<file path="src/rtl/dm_trace_pkg.sv">
// Shared types and constants for the data-memory store tracer.
package dm_trace_pkg;

  typedef enum logic {
    CAPTURE = 1'b0,
    REVIEW  = 1'b1
  } trace_state_t;

  // Capture modes: stop and freeze when full, or keep overwriting the oldest entry.
  localparam int TRACE_STOP = 0;
  localparam int TRACE_RING = 1;

  // Width of the saturating dropped-store counter.
  localparam int DROP_W = 16;

endpackage

</file>
<file path="src/rtl/dm_trace_mem.sv">
// Trace storage: DEPTH x DATA_W register array, one synchronous write port,
// one combinational read port.
module dm_trace_mem #(
  parameter int DATA_W = 64,
  parameter int DEPTH  = 16,
  parameter int AW     = $clog2(DEPTH)
) (
  input  logic              clk,
  input  logic              we,
  input  logic [AW-1:0]     waddr,
  input  logic [DATA_W-1:0] wdata,
  input  logic [AW-1:0]     raddr,
  output logic [DATA_W-1:0] rdata
);

  logic [DATA_W-1:0] mem [DEPTH];

  // Write the addressed entry on an enabled clock edge.
  // NOTE: sequential state is always assigned with <= so every flop samples pre-edge values.
  // NOTE: the array has no reset; validity is tracked by the tracer's entry count.
  always_ff @(posedge clk) begin
    if (we) mem[waddr] <= wdata;
  end

  assign rdata = mem[raddr];

endmodule

</file>
<file path="src/rtl/dm_write_tracer.sv">
// Captures data-memory stores into a trace buffer and lets the operator freeze
// the trace and step through it one LED-width slice at a time.
module dm_write_tracer
  import dm_trace_pkg::*;
#(
  parameter int DATA_W = 64,
  parameter int DEPTH  = 16,
  parameter int LED_W  = 8,
  parameter int MODE   = TRACE_STOP
) (
  input  logic                       CLOCK_50,
  input  logic                       reset,
  input  logic                       wr_en_in,
  input  logic [DATA_W-1:0]          wr_data_in,
  input  logic                       freeze_in,
  input  logic                       step_in,
  output logic [LED_W-1:0]           led_out,
  output logic [$clog2(DEPTH+1)-1:0] count_out,
  output logic                       full_out,
  output logic                       overflow_out,
  output logic [DROP_W-1:0]          dropped_out,
  output logic                       review_out
);

  localparam int NBYTES = DATA_W / LED_W;
  localparam int AW     = $clog2(DEPTH);
  localparam int CW     = $clog2(DEPTH + 1);
  localparam int BW     = (NBYTES > 1) ? $clog2(NBYTES) : 1;
  localparam int SW     = (DATA_W > 1) ? $clog2(DATA_W) : 1;

  trace_state_t      state, state_n;
  logic [AW-1:0]     wr_ptr, wr_ptr_n;
  logic [CW-1:0]     count, count_n;
  logic [AW-1:0]     rd_idx, rd_idx_n;
  logic [BW-1:0]     byte_sel, byte_sel_n;
  logic              overflow, overflow_n;
  logic [DROP_W-1:0] dropped, dropped_n;
  logic [LED_W-1:0]  led, led_n;

  logic              full;
  logic              mem_we;
  logic [AW-1:0]     oldest_n;
  logic [AW-1:0]     rd_addr;
  logic [DATA_W-1:0] mem_rdata;
  logic [DATA_W-1:0] rd_word;
  logic [BW-1:0]     sel;
  logic [SW-1:0]     bit_off;

  assign full = (count == CW'(DEPTH));

  dm_trace_mem #(
    .DATA_W (DATA_W),
    .DEPTH  (DEPTH),
    .AW     (AW)
  ) u_mem (
    .clk    (CLOCK_50),
    .we     (mem_we),
    .waddr  (wr_ptr),
    .wdata  (wr_data_in),
    .raddr  (rd_addr),
    .rdata  (mem_rdata)
  );

  // Next-state, pointer/counter updates and the next display slice.
  // NOTE: every variable gets a default first so no path infers a latch.
  always_comb begin
    state_n    = state;
    wr_ptr_n   = wr_ptr;
    count_n    = count;
    rd_idx_n   = rd_idx;
    byte_sel_n = byte_sel;
    overflow_n = overflow;
    dropped_n  = dropped;
    mem_we     = 1'b0;

    case (state)
      CAPTURE: begin
        if (wr_en_in) begin
          if (!full) begin
            mem_we   = 1'b1;
            wr_ptr_n = wr_ptr + AW'(1);
            count_n  = count + CW'(1);
          end else if (MODE == TRACE_RING) begin
            // Ring mode: the slot at wr_ptr is the oldest entry when full.
            mem_we     = 1'b1;
            wr_ptr_n   = wr_ptr + AW'(1);
            overflow_n = 1'b1;
          end else begin
            // Stop mode never stays in CAPTURE while full; treat as a lost store.
            overflow_n = 1'b1;
            if (dropped != '1) dropped_n = dropped + DROP_W'(1);
          end
        end
        if (freeze_in || (MODE == TRACE_STOP && count_n == CW'(DEPTH))) begin
          state_n    = REVIEW;
          rd_idx_n   = '0;
          byte_sel_n = '0;
        end
      end
      REVIEW: begin
        if (wr_en_in) begin
          overflow_n = 1'b1;
          if (dropped != '1) dropped_n = dropped + DROP_W'(1);
        end
        if (step_in && count != '0) begin
          if (byte_sel == BW'(NBYTES - 1)) begin
            byte_sel_n = '0;
            rd_idx_n   = (CW'(rd_idx) == count - CW'(1)) ? '0 : rd_idx + AW'(1);
          end else begin
            byte_sel_n = byte_sel + BW'(1);
          end
        end
        if (!freeze_in && !(MODE == TRACE_STOP && full)) state_n = CAPTURE;
      end
    endcase

    // Display source: newest entry in CAPTURE, oldest+rd_idx in REVIEW,
    // forwarding the word being written this cycle.
    oldest_n = wr_ptr_n - count_n[AW-1:0];
    rd_addr  = (state_n == REVIEW) ? oldest_n + rd_idx_n : wr_ptr_n - AW'(1);
    rd_word  = (mem_we && rd_addr == wr_ptr) ? wr_data_in : mem_rdata;
    sel      = (state_n == REVIEW) ? byte_sel_n : '0;
    bit_off  = SW'(sel) * SW'(LED_W);
    led_n    = (count_n == '0) ? '0 : rd_word[bit_off +: LED_W];
  end

  // State and counter registers with synchronous reset.
  always_ff @(posedge CLOCK_50) begin
    if (reset) begin
      state    <= CAPTURE;
      wr_ptr   <= '0;
      count    <= '0;
      rd_idx   <= '0;
      byte_sel <= '0;
      overflow <= 1'b0;
      dropped  <= '0;
      led      <= '0;
    end else begin
      state    <= state_n;
      wr_ptr   <= wr_ptr_n;
      count    <= count_n;
      rd_idx   <= rd_idx_n;
      byte_sel <= byte_sel_n;
      overflow <= overflow_n;
      dropped  <= dropped_n;
      led      <= led_n;
    end
  end

  assign led_out      = led;
  assign count_out    = count;
  assign full_out     = full;
  assign overflow_out = overflow;
  assign dropped_out  = dropped;
  assign review_out   = (state == REVIEW);

endmodule

</file>
<file path="config.mk">
export PLATFORM = sky130hd
export DESIGN_NAME = dm_write_tracer
export DESIGN_NICKNAME = d
export VERILOG_FILES = /design/src/rtl/dm_trace_pkg.sv /design/src/rtl/dm_trace_mem.sv /design/src/rtl/dm_write_tracer.sv
export SDC_FILE = /design/constraint.sdc
export NUM_CORES = 1
export LEC_CHECK = 0
export BUFFER_PORTS_ARGS = -buffer_cell sky130_fd_sc_hd__buf_2
export CAP_MARGIN = 10
export CORE_MARGIN = 10
export CORE_UTILIZATION = 26
export CTS_CLUSTER_SIZE = 25
export DETAILED_ROUTE_END_ITERATION = 10
export SETUP_SLACK_MARGIN = 0.05
export SKIP_CTS_REPAIR_TIMING = 1
export SLEW_MARGIN = 30
export SYNTH_ARGS = -nofsm -noshare
export SYNTH_HDL_FRONTEND = slang
export SYNTH_HIERARCHICAL = 1
export SYNTH_SLANG_ARGS = --single-unit
</file>
<file path="constraint.sdc">
create_clock -name CLOCK_50 -period 9.15 [get_ports CLOCK_50]
set_clock_uncertainty 0.15 [all_clocks]
set_input_delay 0.915 -clock CLOCK_50 [delete_from_list [all_inputs] [get_ports CLOCK_50]]
set_output_delay 0.915 -clock CLOCK_50 [all_outputs]
set_load 0.03 [all_outputs]
</file>
; Word level (Yosys, flattened, before mapping)
; Memory sizes are Yosys's and may differ from the RTL's.
; Cells that the tools add are included.
[totals]
wordCells = 75
mem_count = 1
latch_bits = 0
romBits = 0
input_bits = 69
out_inout_bits = 32
ram_bits = 1024
ff_bits = 42
[memory_table]
columns = memory, depth, width, read_ports, rd_ports_with_merged_regs, write_ports, line_no
row1 = u_mem.mem, 16, 64, 1, 0, 1, dm_trace_mem.sv:16  ; logic [DATA_W-1:0] mem [DEPTH];
[op_classes]
n_mul = 0
reduce_logical = 10
eq_ne = 9
n_div = 0
mux = 36
n_lt_le_gt_ge = 0
shift = 1
n_bitwise = 1
addsub = 9
[ops]
columns = operator, count
row1 = two-way mux 16 bit, 4
row2 = two-way mux 64 bit, 1
row3 = indexed part select 64 x 7 -> 8 bit, 1
row4 = two-way mux 4 bit, 8
row5 = case mux 16 bit (2 select lines), 1
row6 = two-way mux 5 bit, 4
row7 = adder 16 x 1 -> 16 bit (second input constant), 1
row8 = inequality test 16 bit (second input constant), 1
row9 = two-way mux 3 bit, 4
row10 = == test 5 bit (second input constant), 2
row11 = two-way mux 1 bit, 10
row12 = adder 4 x 1 -> 4 bit (second input constant), 2
row13 = case mux 4 bit (2 select lines), 1
row14 = inequality test 2 bit (second input constant), 3
row15 = case mux 3 bit (2 select lines), 1
row16 = adder 5 x 1 -> 5 bit (second input constant), 1
row17 = == test 4 x 5 -> 1 bit, 1
row18 = zero test 5 bit, 1
row19 = nonzero test 5 bit, 1
row20 = subtractor 5 x 1 -> 5 bit (second input constant), 1
row21 = adder 4 bit, 1
row22 = == test 4 bit, 1
row23 = case mux 1 bit (2 select lines), 2
row24 = subtractor 4 x 1 -> 4 bit (second input constant), 1
row25 = 9 further kinds, 12

; Logic depth before layout (Yosys ltp)
; Gate-level depths: netlist of run 1.
[logic_depth]
ltp_word = 14
mapped_depth = 28
mapped_depth_nobuf = 26

; Hierarchy
; The synthesis of run 1 kept the hierarchy.
[modules_own_cells]
columns = module, seq_area_each_um2, cells_each, n_inst, area_per_inst_um2
row1 = dm_trace_mem, 30749.5, 1583, 1, 38300.5
row2 = dm_write_tracer, 840.8, 437, 1, 3333.2

; Least setup slack after synthesis of run 1
; OpenSTA, ideal clock, no wires.
[synth_timing]
path_type = reg-to-reg
startpoint = reg count[0] (netlist: count_out[0])
endpoint = mem u_mem.mem[0][0] (enable)
t_arrival_ns = 6.626
path_buffers = 1
period_less_slack_ns = 7.341
path_slack_ns = 1.809
required_time_ns = 8.435
setup_time_ns = 0.565
path_stages_with_launch = 8
path_cell_list = dfxtp_1 clkinv_1 ha_1 nor4bb_1 buf_4 nor3_4 or3b_2 nor3_1
[synth_via]
elab_chain_cells = 6
[synth_rtl]
columns = element, line_no
row1 = start: declaration, dm_write_tracer.sv:33  ; logic [CW-1:0] count, count_n;
row2 = start signal: assignment, dm_write_tracer.sv:141  ; count <= count_n;
row3 = == test 5 bit, dm_write_tracer.sv:49  ; assign full = (count == CW'(DEPTH));
row4 = net full_out, dm_write_tracer.sv:19  ; output logic full_out,
row5 = two-way mux 1 bit, dm_write_tracer.sv:79  ; if (!full) begin
row6 = two-way mux 1 bit, dm_write_tracer.sv:78  ; if (wr_en_in) begin
row7 = two-way mux 1 bit, dm_write_tracer.sv:76  ; case (state)
row8 = net mem_we, dm_write_tracer.sv:41  ; logic mem_we;
row9 = two-way mux 1 bit, dm_trace_mem.sv:22  ; if (we) mem[waddr] <= wdata;
row10 = two-way mux 1 bit (implied by the code), dm_trace_mem.sv:22
row11 = end: declaration, dm_trace_mem.sv:16
; The timed path passes the listed nets, and every way through them passes these cells.

; Final worst setup path of run 1
[layout_timing]
startpoint = reg count[0] (netlist: count_out[0])
endpoint = reg led[4] (netlist: led_out[4])
[layout_via]
elab_cells_between_ends = 43
cone_classes = add/sub (5) / eq/ne (4) / shift (1) / mux (24) / reduce/logical (8) / memory (1)
[layout_lines]
columns = element, line_no
row1 = adder 5 x 1 -> 5 bit or == test 5 bit (tied branches), "dm_write_tracer.sv:82, dm_write_tracer.sv:49"
row2 = two-way mux 5 bit, dm_write_tracer.sv:79
row3 = two-way mux 5 bit, dm_write_tracer.sv:78
row4 = two-way mux 5 bit, dm_write_tracer.sv:76
row5 = == test 5 bit, dm_write_tracer.sv:94  ; if (freeze_in || (MODE == TRACE_STOP && count_n == CW'(DEPTH))) begin
row6 = logical OR 1 bit, dm_write_tracer.sv:94
row7 = two-way mux 4 bit, dm_write_tracer.sv:94
row8 = case mux 4 bit (2 select lines), dm_write_tracer.sv:76
row9 = adder 4 bit, dm_write_tracer.sv:120  ; rd_addr = (state_n == REVIEW) ? oldest_n + rd_idx_n : wr_ptr_n - AW'(1);
row10 = two-way mux 4 bit (*), dm_write_tracer.sv:120
row11 = net rd_addr[3], dm_write_tracer.sv:43  ; logic [AW-1:0] rd_addr;
row12 = memory read (16 x 64 bit) (*), --
row13 = net mem_rdata[20], dm_write_tracer.sv:44  ; logic [DATA_W-1:0] mem_rdata;
row14 = two-way mux 64 bit (*), dm_write_tracer.sv:121  ; rd_word = (mem_we && rd_addr == wr_ptr) ? wr_data_in : mem_rdata;
row15 = indexed part select 64 x 7 -> 8 bit (*), dm_write_tracer.sv:124  ; led_n = (count_n == '0) ? '0 : rd_word[bit_off +: LED_W];
row16 = end signal: assignment, dm_write_tracer.sv:146  ; led <= led_n;
row17 = end: declaration, dm_write_tracer.sv:38  ; logic [LED_W-1:0] led, led_n;
; The timed path passes the listed nets; every way through them passes the cells marked *. The select of a mux whose other input is x is not followed.
; A chain may end at the register's enable or synchronous reset.

==> metrics, run 1 <==
core box area=0.159 mm²; crit path time final=7370 ps; worst reg2reg endpoint=led_out[4]$_SDFF_PP0_; Crit path required time=9590 ps; count of flip-flops with a built-in enable after synthesis=1024; clk_lat worst skew=700 ps; flip-flop and latch count after synthesis=1066; cts bufs inserted=109; Synthesis Warnings=6; Worst Setup SP=count_out[0]$_SDFF_PP0_; deepest clock path buffer count=3; clock slew seen by the registers of the worst setup and hold paths=60 ps; last element of the critical path=led_out[4]$_SDFF_PP0_; WP data arrival=7810 ps; Initial Utilization=26.2%; final instance area=0.0484 mm²; antenna violations before repair=36; clock sink total=1066; critical setup path kind=register to register; final-report max-slew violation count=0; routability congestion estimate=0.740; critical path's top delay family=compound AO/OA/AOI/OAI gates; depth of the most critical reg-to-reg path=24; count of distinct cell types in the synthesized netlist=63; Post-DP HPWL=57600 µm; most frequent standard cell in the layout excluding fill and tap cells=sky130_fd_sc_hd__edfxtp_1; largest net degree at the start of global routing=98; critical path depth=24; Hold Vio Cnt, Final=0; depth of the CTS H-tree=3; flop-to-flop setup slack=1780 ps; via count=20600; vias in the first global route=21000; cell occurring most often along the worst timing path=sky130_fd_sc_hd__xnor2_1; ratio of final minimum period to clock period=80.5%; sequential area share after synthesis=75.9%; Clock Root Buffer=sky130_fd_sc_hd__clkbuf_16; Min-Delay Path Class=register to register; library cell with the largest summed area after synthesis=sky130_fd_sc_hd__edfxtp_1; net count after synthesis=2104; maximum fanout encountered on the critical timing path=23; floorplan row count=146; # IOs=101; max capacitance violation total=0; fill count=15100; Syn Std Cell Area=0.0416 mm²; violation count after the first detailed-route iteration=1965; fraction of final layout cells sized beyond drive strength 1=26.5%; remaining antenna violation count=0; critical path endpoint category=register; die height=420 µm; TritonRoute pass-1 iters=5; total power density per cell area=244 mW/mm²; drt total wl=102000 µm; overflow left after global routing=0; worst flop-to-flop path startpoint=count_out[0]$_SDFF_PP0_; RSZ-0062 raised after global routing=no; Critical Path Slowest Stage Cell=sky130_fd_sc_hd__nor2b_4; Placed Area=0.0449 mm²; Avg Cell Area, Syn=20.6 µm²; total global-route track usage=11.4%; top cell type's share of synthesized area=73.9%; Residual DRC=0; wire length of the first global-routing pass=150000 µm; routed wire length per instance=23.6 µm; top cells by area, synth=sky130_fd_sc_hd__edfxtp_1 74%, sky130_fd_sc_hd__mux4_2 14%, sky130_fd_sc_hd__a22oi_1 2.5%; count of input and output buffers=100; cell-by-cell listing of the critical path=clkinv_1, ha_1, nor4bb_2, o41ai_1, a211oi_2, a2bb2oi_1, fa_1, inv_1, ha_1, a21o_1, a21oi_1, xnor2_1, xnor2_1, xor2_1, o21ai_0, xnor2_1, nor2b_4, buf_4, a22oi_1, nand2_1, nor2_1, mux2i_1, a22oi_1, o311ai_0; worst vdd ir=0.000167 V; worst-margin pin slew=980 ps; detail-routed via count per cell=4.76; reported leakage power=15.2 nW; die boundary width=420 µm; most frequent cells in the layout=1024 x sky130_fd_sc_hd__edfxtp_1, 256 x sky130_fd_sc_hd__mux4_2, 136 x sky130_fd_sc_hd__a22oi_1; relative slew slack=34.6%; CP Buf/Inv Count=3; Area Growth Syn to Fin=16.2%; Total Neg Setup Slack=0 ps; gate count of the mapped netlist=2020; final layout net count=2263; final setup vio count=0; Startpoint Class=register; top achievable clock speed=136 MHz; peak per-stage delay on the critical path=900 ps; result of the run=finished clean; die area=0.177 mm²; TritonCTS clock tree=yes; primary flip-flop cell chosen by synthesis mapping=sky130_fd_sc_hd__edfxtp_1; share of flip-flops with an asynchronous set or reset after synthesis=0%
==> power by group <==
group | total [mW] | internal [mW] | switching [mW]
sequential | 5.43 | 5.40 | 0.0272
combinational | 2.02 | 0.852 | 1.17
clock | 4.35 | 2.49 | 1.86
total | 11.8 | 8.75 | 3.05
==> registers in the layout, indices dropped and copies added, names as in the netlist <==
register      count
rd_idx            4
wr_ptr            4
dropped_out      16
overflow_out      1
led_out           8
count_out         5
byte_sel          3
review_out        1
u_mem/mem      1024
==> per-layer routing <==
layer / wire length, µm / track usage, % / vias up
met2: 50200 / 18.9 / 708
met1: 43500 / 15.3 / 11000
met5: 123 / 0 / -
met3: 6410 / 2.29 / 160
li1: - / - / 8734
met4: 2080 / 2.52 / 22
==> cell usage after synthesis (all sizes together), types with 3 or more instances <==
master,count
or3,5
nand3,9
xnor2,16
a21o,10
nand3b,3
nand4,12
o21a,15
clkbuf,49
o21ai,17
and3,5
buf,60
o311ai,6
or3b,3
mux2i,18
nand2,96
a2bb2oi,4
xor2,21
nor2,96
a22oi,136
a211o,7
fa,3
mux4,256
dfxtp,42
nor3b,4
ha,12
edfxtp,1024
nor3,10
a21oi,29
nor2b,5
nand2b,5
inv,14
and2,3
==> stage by stage <==
step	instances	worst slack [ps]	util, %	power [mW]	hold slack, ps
3_5_place_dp	4139	1580	28.3	7.58	307
5_1_grt	4341	1180	30.5	12.3	346
4_1_cts	4339	1560	30.4	11.9	317
3_3_place_gp	4139	1840	28.3	7.58	303
2_1_floorplan	2020	1810	-	6.92	298
6_report	4341	1780	30.5	11.8	314
==> worst register-to-register path, stage by stage (launching register included) <==
cell,delay (ps)
sky130_fd_sc_hd__dfxtp_1,380
sky130_fd_sc_hd__clkinv_1,110
sky130_fd_sc_hd__ha_1,240
sky130_fd_sc_hd__nor4bb_2,680
sky130_fd_sc_hd__o41ai_1,260
sky130_fd_sc_hd__a211oi_2,550
sky130_fd_sc_hd__a2bb2oi_1,200
sky130_fd_sc_hd__fa_1,530
sky130_fd_sc_hd__inv_1,60
sky130_fd_sc_hd__ha_1,270
sky130_fd_sc_hd__a21o_1,160
sky130_fd_sc_hd__a21oi_1,160
sky130_fd_sc_hd__xnor2_1,90
sky130_fd_sc_hd__xnor2_1,300
sky130_fd_sc_hd__xor2_1,170
sky130_fd_sc_hd__o21ai_0,120
sky130_fd_sc_hd__xnor2_1,600
sky130_fd_sc_hd__nor2b_4,900
sky130_fd_sc_hd__buf_4,470
sky130_fd_sc_hd__a22oi_1,160
sky130_fd_sc_hd__nand2_1,110
sky130_fd_sc_hd__nor2_1,50
sky130_fd_sc_hd__mux2i_1,150
sky130_fd_sc_hd__a22oi_1,220
sky130_fd_sc_hd__o311ai_0,150
==> how the worst min path moves through the flow <==
stage | slack, ps | cells past startpoint | from | endpoint
2_1_floorplan | 300 | 2 | byte_sel[1]$_SDFF_PP0_ | byte_sel[1]$_SDFF_PP0_
3_3_place_gp | 300 | 2 | overflow_out$_SDFFE_PP0P_ | overflow_out$_SDFFE_PP0P_
3_5_place_dp | 310 | 2 | overflow_out$_SDFFE_PP0P_ | overflow_out$_SDFFE_PP0P_
4_1_cts | 320 | 2 | overflow_out$_SDFFE_PP0P_ | overflow_out$_SDFFE_PP0P_
5_1_grt | 350 | 2 | overflow_out$_SDFFE_PP0P_ | overflow_out$_SDFFE_PP0P_
6_report | 310 | 2 | overflow_out$_SDFFE_PP0P_ | overflow_out$_SDFFE_PP0P_
==> layout make-up <==
type	instances	area, µm²	share of cell area, %
well taps	2072	2590	5.36
clock buffers	147	2950	6.10
diodes	1	2.50	0.00517
multi-input cells	830	9590	19.8
flip-flops and latches	1066	31600	65.3
clock inverters	53	534	1.10
inverters	15	56.3	0.116
repair buffers	157	1060	2.18
==> kinds of logic after synthesis <==
kind of cell / after synthesis / share of synthesized area (%)
AO/OA/AOI/OAI: 238 / 4.13
buffers and inverters: 124 / 1.49
multiplexers: 276 / 14.3
flip-flops: 1066 / 75.9
XOR/XNOR: 37 / 0.778
adder cells (fa/ha/maj): 15 / 0.505
AND/OR/NAND/NOR: 264 / 2.87
Note: power is estimated with default switching activity, not from simulation.
==> run 2, diff against run 1 <==
clock period = 6.13 ns   (was 9.15 ns; I/O delays follow)
==> run 2 against run 1 <==
  * Via count increased by 1.4%
  * Clock power increased by 52%
  * Count of clock-buffer cells in the layout decreased by 20
  * Design area increased by 2.5%
  * Total power increased by 53%
  * Register-to-register slack got worse by 1400 ps
  * Largest cell class unchanged
  * Largest power group unchanged
==> metrics, run 2 (synthesis results as in run 1) <==
result of the run=finished clean (unchanged); crit path time final=5780 ps (was 7370 ps); vias in the first global route=21500 (was 21000); most frequent standard cell in the layout excluding fill and tap cells=sky130_fd_sc_hd__edfxtp_1 (unchanged); max capacitance violation total=0 (unchanged); cell occurring most often along the worst timing path=sky130_fd_sc_hd__buf_4 (was sky130_fd_sc_hd__xnor2_1); Hold Vio Cnt, Final=0 (unchanged); Residual DRC=0 (unchanged); routability congestion estimate=0.747 (was 0.740); floorplan row count=146 (unchanged); largest net degree at the start of global routing=65 (was 98); utilization after layout=31.2% (was 30.5%); Post-DP HPWL=60900 µm (was 57600 µm); maximum fanout encountered on the critical timing path=23 (unchanged); most frequent cells in the layout=1024 x sky130_fd_sc_hd__edfxtp_1, 256 x sky130_fd_sc_hd__mux4_2, 132 x sky130_fd_sc_hd__a22oi_1 (was 1024 x sky130_fd_sc_hd__edfxtp_1, 256 x sky130_fd_sc_hd__mux4_2, 136 x sky130_fd_sc_hd__a22oi_1); die height=420 µm (unchanged); critical path endpoint category=register (unchanged); number of flip-flops under the largest register name=1024 (unchanged); cell count after placement=4211 (was 4139); Startpoint Class=register (unchanged); overflow left after global routing=0 (unchanged); depth of the CTS H-tree=3 (unchanged); final-report max-slew violation count=0 (unchanged); RSZ-0062 raised after global routing=no (unchanged); routed wire length per instance=23.7 µm (was 23.6 µm); Initial Utilization=26.2% (unchanged); fraction of final layout cells sized beyond drive strength 1=29.5% (was 26.5%); clock sink total=1066 (unchanged); Clock Root Buffer=sky130_fd_sc_hd__clkbuf_16 (unchanged); relative slew slack=33.8% (was 34.6%); uppermost layer routed=met5 (unchanged); violation count after the first detailed-route iteration=1966 (was 1965); worst-margin pin slew=990 ps (was 980 ps); cts bufs inserted=108 (was 109); M1 wire length=42300 µm (was 43500 µm); # IOs=101 (unchanged); CP Buf/Inv Count=6 (was 3); peak per-stage delay on the critical path=460 ps (was 900 ps); clock slew seen by the registers of the worst setup and hold paths=60 ps (about the same); clk_lat worst skew=730 ps (was 700 ps); core box area=0.159 mm² (unchanged); critical path's top delay family=compound AO/OA/AOI/OAI gates (unchanged); final setup vio count=0 (unchanged); Crit path required time=6590 ps (was 9590 ps); top achievable clock speed=173 MHz (was 136 MHz); TritonCTS clock tree=yes (unchanged); fill count=15100 (about the same); Min-Delay Path Class=input port to register (was register to register); metal2 WL=52600 µm (was 50200 µm); via count=20900 (was 20600); Critical Path Slowest Stage Cell=sky130_fd_sc_hd__fa_1 (was sky130_fd_sc_hd__nor2b_4); total global-route track usage=11.7% (was 11.4%); non-filler cells, final=4423 (was 4341); ratio of final minimum period to clock period=94.2% (was 80.5%); total power density per cell area=365 mW/mm² (was 244 mW/mm²); flop-to-flop setup slack=350 ps (was 1780 ps); Area Growth Syn to Fin=19.1% (was 16.2%); remaining antenna violation count=0 (unchanged); met3 wire len=7210 µm (was 6410 µm); die area=0.177 mm² (unchanged); WP data arrival=6240 ps (was 7810 ps); wire length of the first global-routing pass=154000 µm (was 150000 µm); drt total wl=105000 µm (was 102000 µm); count of input and output buffers=100 (unchanged); register ranked first by flip-flop count=u_mem/mem (unchanged); reported leakage power=15.7 nW (was 15.2 nW); detail-routed via count per cell=4.73 (was 4.76); overall power=18.1 mW (was 11.8 mW); TritonRoute pass-1 iters=7 (was 5); final layout net count=2335 (was 2263); antenna violations before repair=27 (was 36); worst vdd ir=0.000220 V (was 0.000167 V); deepest clock path buffer count=3 (unchanged); die boundary width=420 µm (unchanged); critical setup path kind=register to register (unchanged)
==> run 2: through the flow <==
step                cell area (µm²)  TNS (ps)  setup slack [ps]  hold slack [ps]
finish                        49600         0               353             98.2
global route                  49600         0              24.5             86.1
CTS                           49400      -304              -263             49.6
detailed placement            45800      -366              -285              299
global placement              45700      -243              -240              285
floorplan                     41700         0               153              298
==> run 2: per-layer routing <==
| layer | vias up | GRT usage [%] |
|---|---|---|
| met3 | 186 | 2.23 |
| met5 | - | 0 |
| met2 | 706 | 20.0 |
| met1 | 11100 | 15.2 |
| met4 | 28 | 3.36 |
| li1 | 8887 | - |
==> run 2: final cells by class <==
class	instances	area, µm²	area share [%]
inverters	15	56.3	0.114
flip-flops and latches	1066	31600	63.7
diodes	4	10.0	0.0202
clock inverters	79	853	1.72
repair buffers	230	2000	4.03
multi-input cells	830	9710	19.6
clock buffers	127	2770	5.59
well taps	2072	2590	5.23
==> run 2: worst paths after layout <==
path / start / end / cells after the start
max: count_out[0]$_SDFF_PP0_ / led_out[7]$_SDFF_PP0_ / 28
min: wr_data_in[24] / u_mem/mem[0][24]$_DFFE_PP_ / 1
max reg2reg: count_out[0]$_SDFF_PP0_ / led_out[7]$_SDFF_PP0_ / 28
min reg2reg: overflow_out$_SDFFE_PP0P_ / overflow_out$_SDFFE_PP0P_ / 2
==> run 2: power by group <==
group / switching, mW / internal [mW]
Combinational: 1.84 / 1.52
Clock: 2.85 / 3.78
Sequential: 0.0331 / 8.06
